File: src/rtl/axis_pkg.sv
`default_nettype none
// ============================================================================
// Module   : axis_pkg
// Purpose  : State indices, state encoding and config-bus defaults shared
//            with the read engine.
// Revision : 1.0
// ============================================================================
package axis_pkg;

  // One-hot bit positions of the scheduler state register
  localparam int ST_IDLE     = 0;
  localparam int ST_CFG_ID   = 1;
  localparam int ST_CFG_ADDR = 2;
  localparam int ST_CFG_LEN  = 3;
  localparam int ST_RUN      = 4;
  localparam int ST_DONE     = 5;
  localparam int ST_COUNT    = 6;

  // Config-bus register map of the read engine
  localparam int CFG_ID_DEFAULT        = 1;
  localparam int CFG_SEL_ADDR_DEFAULT  = 23;
  localparam int CFG_DATA_ADDR_DEFAULT = 24;

  typedef enum logic [ST_COUNT-1:0] {
    S_IDLE     = ST_COUNT'(1) << ST_IDLE,
    S_CFG_ID   = ST_COUNT'(1) << ST_CFG_ID,
    S_CFG_ADDR = ST_COUNT'(1) << ST_CFG_ADDR,
    S_CFG_LEN  = ST_COUNT'(1) << ST_CFG_LEN,
    S_RUN      = ST_COUNT'(1) << ST_RUN,
    S_DONE     = ST_COUNT'(1) << ST_DONE
  } sched_state_t;

  // Stream beats belong to the active descriptor from CFG_ID through RUN
  function automatic logic counts_beats(input sched_state_t s);
    return s[ST_CFG_ID] | s[ST_CFG_ADDR] | s[ST_CFG_LEN] | s[ST_RUN];
  endfunction

endpackage

`default_nettype wire

File: src/rtl/axis_read_sched.sv
`default_nettype none
// ============================================================================
// Module   : axis_read_sched
// Purpose  : Accepts read descriptors, programs the read engine over the config
//            bus and tracks stream beats until the descriptor length is reached.
//            Optional watchdog: define AXIS_READ_SCHED_TIMEOUT_EN.
// Revision : 1.0
// ============================================================================
module axis_read_sched
  import axis_pkg::*;
#(
  parameter int CONFIG_ID      = CFG_ID_DEFAULT,
  parameter int CONFIG_ADDR    = CFG_SEL_ADDR_DEFAULT,
  parameter int CONFIG_DATA    = CFG_DATA_ADDR_DEFAULT,
  parameter int CONFIG_AWIDTH  = 5,
  parameter int CONFIG_DWIDTH  = 32,
  parameter int TIMEOUT_CYCLES = 4096
) (
  input  logic                     clk,
  input  logic                     rst,
  input  logic [CONFIG_DWIDTH-1:0] desc_addr,
  input  logic [CONFIG_DWIDTH-1:0] desc_len,
  input  logic                     desc_valid,
  output logic                     desc_ready,
  output logic [CONFIG_AWIDTH-1:0] cfg_addr,
  output logic [CONFIG_DWIDTH-1:0] cfg_data,
  output logic                     cfg_valid,
  input  logic                     str_valid,
  input  logic                     str_ready,
  output logic                     busy,
`ifdef AXIS_READ_SCHED_TIMEOUT_EN
  output logic                     err,
`endif
  output logic                     done
);

  sched_state_t             r_state;
  logic [CONFIG_DWIDTH-1:0] r_addr;
  logic [CONFIG_DWIDTH-1:0] r_len;
  logic [CONFIG_DWIDTH-1:0] r_count;
  logic [CONFIG_DWIDTH:0]   w_count_inc;
  logic                     w_beat;
  logic                     w_accept;
  logic                     w_reached;
  logic                     w_timeout;

  assign w_beat      = str_valid & str_ready;
  assign w_accept    = desc_valid & desc_ready;
  // One extra bit keeps the compare exact at desc_len = all-ones
  assign w_count_inc = {1'b0, r_count} + (CONFIG_DWIDTH + 1)'(1);
  assign w_reached   = (r_count >= r_len) ||
                       (w_beat && (w_count_inc == {1'b0, r_len}));

`ifdef AXIS_READ_SCHED_TIMEOUT_EN
  localparam int IDLE_W = $clog2(TIMEOUT_CYCLES + 1);

  logic [IDLE_W-1:0] r_idle;
  logic [IDLE_W:0]   w_idle_inc;

  assign w_idle_inc = {1'b0, r_idle} + (IDLE_W + 1)'(1);
  assign w_timeout  = (r_state == S_RUN) && !w_beat &&
                      (w_idle_inc == (IDLE_W + 1)'(TIMEOUT_CYCLES));

  always_ff @(posedge clk or negedge rst) begin
    if (!rst) begin
      r_idle <= '0;
      err    <= 1'b0;
    end else begin
      if (r_state != S_RUN || w_beat) begin
        r_idle <= '0;
      end else begin
        r_idle <= w_idle_inc[IDLE_W-1:0];
      end
      if (w_timeout) begin
        err <= 1'b1;
      end
    end
  end
`else
  localparam int c_unused_timeout = TIMEOUT_CYCLES;

  assign w_timeout = 1'b0;
`endif

  always_ff @(posedge clk or negedge rst) begin
    if (!rst) begin
      r_state    <= S_IDLE;
      r_addr     <= '0;
      r_len      <= '0;
      r_count    <= '0;
      desc_ready <= 1'b0;
      cfg_valid  <= 1'b0;
      cfg_addr   <= '0;
      cfg_data   <= '0;
      busy       <= 1'b0;
      done       <= 1'b0;
    end else begin
      done      <= 1'b0;
      cfg_valid <= 1'b0;
      cfg_addr  <= '0;
      cfg_data  <= '0;

      if (counts_beats(r_state) && w_beat && !w_count_inc[CONFIG_DWIDTH]) begin
        r_count <= w_count_inc[CONFIG_DWIDTH-1:0];
      end

      case (r_state)
        S_IDLE: begin
          desc_ready <= 1'b1;
          if (w_accept) begin
            r_addr     <= desc_addr;
            r_len      <= desc_len;
            r_count    <= '0;
            desc_ready <= 1'b0;
            busy       <= 1'b1;
            if (desc_len == '0) begin
              r_state <= S_DONE;
              done    <= 1'b1;
            end else begin
              r_state   <= S_CFG_ID;
              cfg_valid <= 1'b1;
              cfg_addr  <= CONFIG_AWIDTH'(CONFIG_ADDR);
              cfg_data  <= CONFIG_DWIDTH'(CONFIG_ID);
            end
          end
        end
        S_CFG_ID: begin
          r_state   <= S_CFG_ADDR;
          cfg_valid <= 1'b1;
          cfg_addr  <= CONFIG_AWIDTH'(CONFIG_DATA);
          cfg_data  <= r_addr;
        end
        S_CFG_ADDR: begin
          r_state   <= S_CFG_LEN;
          cfg_valid <= 1'b1;
          cfg_addr  <= CONFIG_AWIDTH'(CONFIG_DATA);
          cfg_data  <= r_len;
        end
        S_CFG_LEN: begin
          r_state <= S_RUN;
        end
        S_RUN: begin
          if (w_reached || w_timeout) begin
            r_state <= S_DONE;
            done    <= 1'b1;
          end
        end
        S_DONE: begin
          r_state    <= S_IDLE;
          busy       <= 1'b0;
          desc_ready <= 1'b1;
        end
        default: begin
          r_state    <= S_IDLE;
          busy       <= 1'b0;
          desc_ready <= 1'b0;
        end
      endcase
    end
  end

endmodule

`default_nettype wire

File: config.mk
export PLATFORM = sky130hd
export DESIGN_NAME = axis_read_sched
export DESIGN_NICKNAME = d
export VERILOG_FILES = /design/src/rtl/axis_pkg.sv /design/src/rtl/axis_read_sched.sv
export SDC_FILE = /design/constraint.sdc
export NUM_CORES = 1
export LEC_CHECK = 0
export CAP_MARGIN = 15
export CORE_MARGIN = 4
export CORE_UTILIZATION = 30
export DETAILED_ROUTE_END_ITERATION = 12
export SKIP_CTS_REPAIR_TIMING = 1
export SLEW_MARGIN = 25
export SYNTH_ARGS = -nofsm -noshare
export SYNTH_HDL_FRONTEND = slang
export SYNTH_SLANG_ARGS = --single-unit
File: constraint.sdc
create_clock -name clk -period 2.2 [get_ports clk]
set_input_delay 0.44 -clock clk [delete_from_list [all_inputs] [get_ports clk]]
set_output_delay 0.44 -clock clk [all_outputs]
set_load 0.05 [all_outputs]
### Word level (Yosys, flattened, before mapping)

Index checks and enable logic that the tools add are counted.

| word-level totals | value |
|---|---|
| register bits after elaboration | 143 |
| input port bits | 69 |
| output and inout port bits | 41 |
| logic and storage cells | 62 |

| cells by class | value |
|---|---|
| add/subtract/negate cells | 1 |
| magnitude comparators | 1 |
| equal/unequal tests | 9 |
| mux-type cells | 24 |
| bitwise logic cells | 6 |
| reduce and logical (&&, ||, !) cells | 11 |

Operators with widths:

| kind | count |
|---|---|
| 32-bit two-way mux | 3 |
| 32-bit one-hot mux with 3 select lines | 1 |
| 32-bit by 1-bit adder with 33-bit output (second input constant) | 1 |
| 33-bit by 32-bit equality test with 1-bit output | 1 |
| 32-bit >= comparator | 1 |
| 32-bit zero test | 1 |
| 6-bit one-hot mux with 5 select lines | 1 |
| 6-bit two-way mux | 3 |
| 5-bit two-way mux | 2 |
| 5-bit one-hot mux with 2 select lines | 1 |
| 1-bit two-way mux | 9 |
| 6-bit by 1-bit equality test with 1-bit output (second input constant) | 1 |
| 6-bit by 2-bit equality test with 1-bit output (second input constant) | 1 |
| 6-bit by 3-bit equality test with 1-bit output (second input constant) | 1 |
| 6-bit by 4-bit equality test with 1-bit output (second input constant) | 1 |
| 6-bit by 5-bit equality test with 1-bit output (second input constant) | 1 |
| 6-bit equality test (second input constant) | 1 |
| 1-bit one-hot mux with 2 select lines | 3 |
| 2-bit AND reduction | 3 |
| 2-bit != test (second input constant) | 2 |
| 4-bit OR reduction | 1 |
| 1-bit logical AND | 3 |
| 1-bit bitwise OR | 3 |
| 1-bit one-hot mux with 3 select lines | 1 |
| other kinds (5) | 6 |

### Logic depth before layout (Yosys ltp)

| depth | value |
|---|---|
| depth in word-level cells | 8 |
| gate-level depth with buffers | 11 |
| mapped depth without buffers | 10 |

### Least setup slack after synthesis

No wires, ideal clock.

| timing path | value |
|---|---|
| path kind | register to register |
| start | register r_count[0] |
| end | register r_state[4] |
| setup time | 0.135 ns |
| data arrival time | 2.304 ns |
| required time | 2.065 ns |
| path slack | -0.239 ns |
| stages on the path, launching flop included | 9 |
| buffers on the path | 0 |
| clock period less this slack | 2.439 ns |
| cells stage by stage | dfrtp_1 ha_1 nand3_1 or4_4 nor3_2 nor4b_1 o21ai_0 o41ai_2 o21ai_0 |

| on the way | value |
|---|---|
| longest elaborated chain between the ends | 6 |
| elaborated cells on any way between the ends | 7 |
| those cells by class | add/sub: 1; order compare: 1; eq/ne: 2; reduce/logical: 3 |

Ends and longest elaborated chain:

| item | line | text |
|---|---|---|
| start, declared | axis_read_sched.sv:40 | `logic [CONFIG_DWIDTH-1:0] r_count;` |
| start signal, assigned | axis_read_sched.sv:104 | `r_count <= w_count_inc[CONFIG_DWIDTH-1:0];` |
| 32-bit by 1-bit adder with 33-bit output | axis_read_sched.sv:50 | `assign w_count_inc = {1'b0, r_count} + (CONFIG_DWIDTH + 1)'(1);` |
| 33-bit by 32-bit equality test with 1-bit output | axis_read_sched.sv:52 | `(w_beat && (w_count_inc == {1'b0, r_len}));` |
| 1-bit logical AND | axis_read_sched.sv:52 |  |
| 1-bit logical OR (*) | axis_read_sched.sv:51 | `assign w_reached = (r_count >= r_len) \|\|` |
| 2-bit != test (no line) (*) | - |  |
| 2-bit AND reduction (no line) (*) | - |  |
| end signal, assigned | axis_read_sched.sv:87 | `r_state <= S_IDLE;` |
| end signal, assigned | axis_read_sched.sv:117 | `r_state <= S_DONE;` |
| end signal, assigned | axis_read_sched.sv:120 | `r_state <= S_CFG_ID;` |
| end, declared | axis_read_sched.sv:37 | `sched_state_t r_state;` |

Every way passes the cells marked *; elsewhere a longest branch is shown, timed or not.
A chain may end at the register's enable or synchronous reset.

### Worst setup path after layout

| timing path | value |
|---|---|
| start | register r_count[1] |
| end | register done |

| on the way | value |
|---|---|
| longest elaborated chain between the ends | 6 |
| elaborated cells on any way between the ends | 7 |
| those cells by class | add/sub: 1; order compare: 1; eq/ne: 1; mux: 2; reduce/logical: 2 |

Ends and longest elaborated chain:

| item | line | text |
|---|---|---|
| 32-bit by 1-bit adder with 33-bit output | axis_read_sched.sv:50 |  |
| 33-bit by 32-bit equality test with 1-bit output | axis_read_sched.sv:52 |  |
| 1-bit logical AND | axis_read_sched.sv:52 |  |
| 1-bit logical OR (*) | axis_read_sched.sv:51 |  |
| 1-bit two-way mux (*) | axis_read_sched.sv:143 | `if (w_reached \|\| w_timeout) begin` |
| 1-bit one-hot mux with 2 select lines (*) | axis_read_sched.sv:107 | `case (r_state)` |
| end signal, assigned | axis_read_sched.sv:98 | `done <= 1'b0;` |
| end signal, assigned | axis_read_sched.sv:118 | `done <= 1'b1;` |
| end signal, assigned | axis_read_sched.sv:145 | `done <= 1'b1;` |
| end, declared | axis_read_sched.sv:34 | `output logic done` |

Marks and branches as above.

==> summary.md <==
The count of buffers from port buffering works out to 109. The number of DRC violations after detailed routing is 0, and the global-route wire length before repair is 35.4 mm. At the worst endpoint, the required time is 2.55 ns. The final critical-path share of the clock period works out to 118%. Of all nets on the critical path, the largest fanout is 3.

The tools report the total core area as 24500 µm². Once placement finished, the instance area stood at 10200 µm². The share of cells above drive strength 1 came out at 29.3%.

CTS placed an instance of sky130_fd_sc_hd__clkbuf_16 at the clock tree root. After synthesis the netlist holds a flip-flop and latch count of 140. The count of cells along the worst hold path came out at 1. In the synthesized netlist the dominant register cell turns out to be sky130_fd_sc_hd__dfrtp_1. The antenna violation net count after detailed routing came out at 0. The run finished, with violations left.

The area growth from synthesis to layout is 47.3%. The longest clock path from root to sink contains 2 buffers. Setup repair after global routing could not meet its margin everywhere. The number of top-level pins was 110. Number of cells in the finished layout apart from fillers: 1332. The routability-driven placement congestion ratio came out at 0.920. Worst reg2reg path depth: 9.

In the synthesized netlist the async set-or-reset flop fraction comes to 100%. For this design, the sink count on the clock tree is 140. The die area is 27700 µm².

The initial antenna violation count is 0, and the endpoint arrival time on the critical path is 2.96 ns. The worst-case IR drop observed on VDD is 0.564 mV. The slowest stage of the critical path belongs to the cell sky130_fd_sc_hd__o41ai_4. The clock latency reported for the late side of the worst-skew pair was 0.42 ns; the post-detailed-route wirelength per cell was 16.6 µm.

The critical path goes through buf_4 -> nand4_1 -> buf_4 -> o41a_1 -> nor4_2 -> o2111a_1 -> nand4_1 -> o41ai_4 -> a22o_1. Initial DRC count: 344. The chip height came out at 167 µm. Post-route worst setup slack: -0.404 ns. The power density of the placed cells was 1040 nW/µm²; the number of endpoints failing setup at the final stage was 8. The tools report the critical hold path startpoint as r_addr[27]. For this block, the routed nets add up to 22.1 mm of wire.

The final reports fail on negative setup slack. The count of final max-slew check failures was 0; the placed instance count was 1293. Measured along the x axis, the die boundary spans 167 µm. For the worst clock skew, the log shows 0.00780 ns. TritonCTS built the clock tree.

The worst hold path terminates at cfg_data[27]. Row generation in the floorplan step produced 57 rows. The final design instance area without fill is 11100 µm², and the area of the mapped netlist is 7540 µm². The effective utilization at floorplan is 30.7%. Number of instances in the synthesized netlist: 737.

The maximum number of pins on one net before global-route repair is 49, and the sequential cell area fraction in the yosys report is 46.5%. The pin slew with the least headroom to its limit is 0.520 ns, and the reg2reg setup slack is -0.40 ns. Max-cap violations in this run came to 0.

The logs give 0 for the number of hold-slack violations in the final timing report and 0 for the sum of overflow across all layers after global routing. During synthesis, Yosys emitted a total of 0 warnings. The launch instance of the worst register-to-register path was r_count[1]. The critical path in this run is classified as register to register. The clock edge transition at the registers on the reported setup and hold paths was 0.06 ns; the vias per cell was 4.81.

A synthesized cell averages 10.2 µm². The number of clock buffers added by TritonCTS is 17. The startpoint kind of the worst setup timing path is a register. Derived from the worst setup path, the maximum achievable clock frequency is 384 MHz. The number of nets handed over by synthesis was 839. Global routing used 15.8% of the available tracks across all layers. The pre-antenna-repair detailed-routing pass consisted of 5 iterations.

The HPWL reported at the end of detailed placement is 16.8 mm, and the leakage power total is 0.00503 µW. For the number of library cell types mapped by synthesis, the log shows 66. On the worst path, the slowest cell contributes a delay of 0.44 ns. The path class of the tightest hold or removal check is register to register. The repair_antennas step left the layout with diodes totalling 0. The tools report the post-layout net count as 1098. The number of vias in the routed layout came out at 6411.

Headroom to the max-slew limit came out at 65.3%. The worst reg2reg path endpoint is done. The time the worst path needs with I/O delays and setup was 2.60 ns. The worst hold slack was 0.490 ns; the number of global-route vias before repair was 6518. The number of levels the H-tree was split into is 4. Element type at the critical path end: a register. The number of flops mapped to enable cells by yosys was 0.
[synthesized netlist by cell type, drive strengths merged (17+ instances only)]
cell type  count  share of area [%]
dfrtp        139                 46
nand2         71                3.5
nor2          54                2.7
o21ai         45                3.0
xnor2         40                4.6
inv           38                1.9
mux2          34                5.1
a22o          33                3.8
ha            33                5.5
clkbuf        29                2.3
xor2          29                3.4
nand3         22                1.5
nand4         20                1.9
nor4          18                1.9
a21oi         17                1.1
[layout by cell type (no fill, tap or decap), types with 17 or more instances in the layout]
cell	n
sky130_fd_sc_hd__buf_4	154
sky130_fd_sc_hd__clkdlybuf4s50_1	108
sky130_fd_sc_hd__dfrtp_1	136
sky130_fd_sc_hd__o21ai_0	43
sky130_fd_sc_hd__xnor2_1	38
sky130_fd_sc_hd__xor2_1	29
sky130_fd_sc_hd__inv_1	38
sky130_fd_sc_hd__ha_1	32
sky130_fd_sc_hd__nor2_1	51
sky130_fd_sc_hd__mux2_2	34
sky130_fd_sc_hd__clkbuf_16	17
sky130_fd_sc_hd__a22o_1	33
sky130_fd_sc_hd__nand2_1	64
sky130_fd_sc_hd__nand4_1	19
[report_power, final]
group	internal, µW	switching, µW	total, µW
Clock	2040	1100	3140
Sequential	3320	417	3730
Combinational	2260	2460	4720
Total	7620	3980	11600
[worst max path at each step]
| stage | to | cells past startpoint | start |
|---|---|---|---|
| after floorplan | r_state[4] | 9 | r_count[10] |
| after global placement | r_state[4] | 9 | str_valid |
| after detailed placement | done | 10 | r_count[6] |
| after CTS | done | 10 | r_count[6] |
| after global routing | done | 9 | r_count[1] |
| final | done | 9 | r_count[1] |
[critical path: cells and delay by family (launching register included)]
| kind | cells | cell delay, ns |
|---|---|---|
| and+or+nand+nor | 3 | 0.49 |
| buffers and inverters | 2 | 0.35 |
| DFF | 1 | 0.43 |
| AOI/OAI and AO/OA | 4 | 1.26 |
[logic make-up after synthesis]
kind of cell,synth area share [%]
AO/OA/AOI/OAI,11.8
XOR/XNOR,8.01
adder cells (fa/ha/maj),5.47
buffers and inverters,5.34
flip-flops,46.5
multiplexers,5.47
AND/OR/NAND/NOR,17.5
[registers in the layout, indices dropped and copies added, names as in the netlist]
name,flops
cfg_data,32
r_addr,32
r_count,32
r_len,32
r_state,6
cfg_addr,3
busy,1
desc_ready,1
done,1
[per-stage QoR]
stage | setup TNS (ns) | total power (µW) | setup WS, ns | utilization, %
2_1_floorplan | -0.524 | 6320 | -0.175 | -
3_3_place_gp | -2.50 | 8310 | -0.402 | 41.4
3_5_place_dp | -3.09 | 8400 | -0.522 | 41.4
4_1_cts | -2.95 | 11600 | -0.544 | 44.0
5_1_grt | -3.91 | 12300 | -0.607 | 45.3
6_report | -1.35 | 11600 | -0.404 | 45.3
[area by class of cell]
type,count,area [µm²]
Inverter,38,143
Clock buffer,20,447
Timing Repair Buffer,282,2520
Tap cell,324,405
Multi-Input combinational cell,517,3890
Sequential cell,140,3510
Fill cell,2267,13400
Clock inverter,11,190
[metal layers]
metal / up-vias / wire length, µm / GRT usage, %
li1: 3119 / - / -
met1: 3078 / 10100 / 21.9
met2: 175 / 10000 / 24.0
met3: 39 / 1410 / 4.43
met4: 0 / 550 / 4.94
met5: - / 0 / 0
No activity file was read; power rests on OpenSTA's default activity.
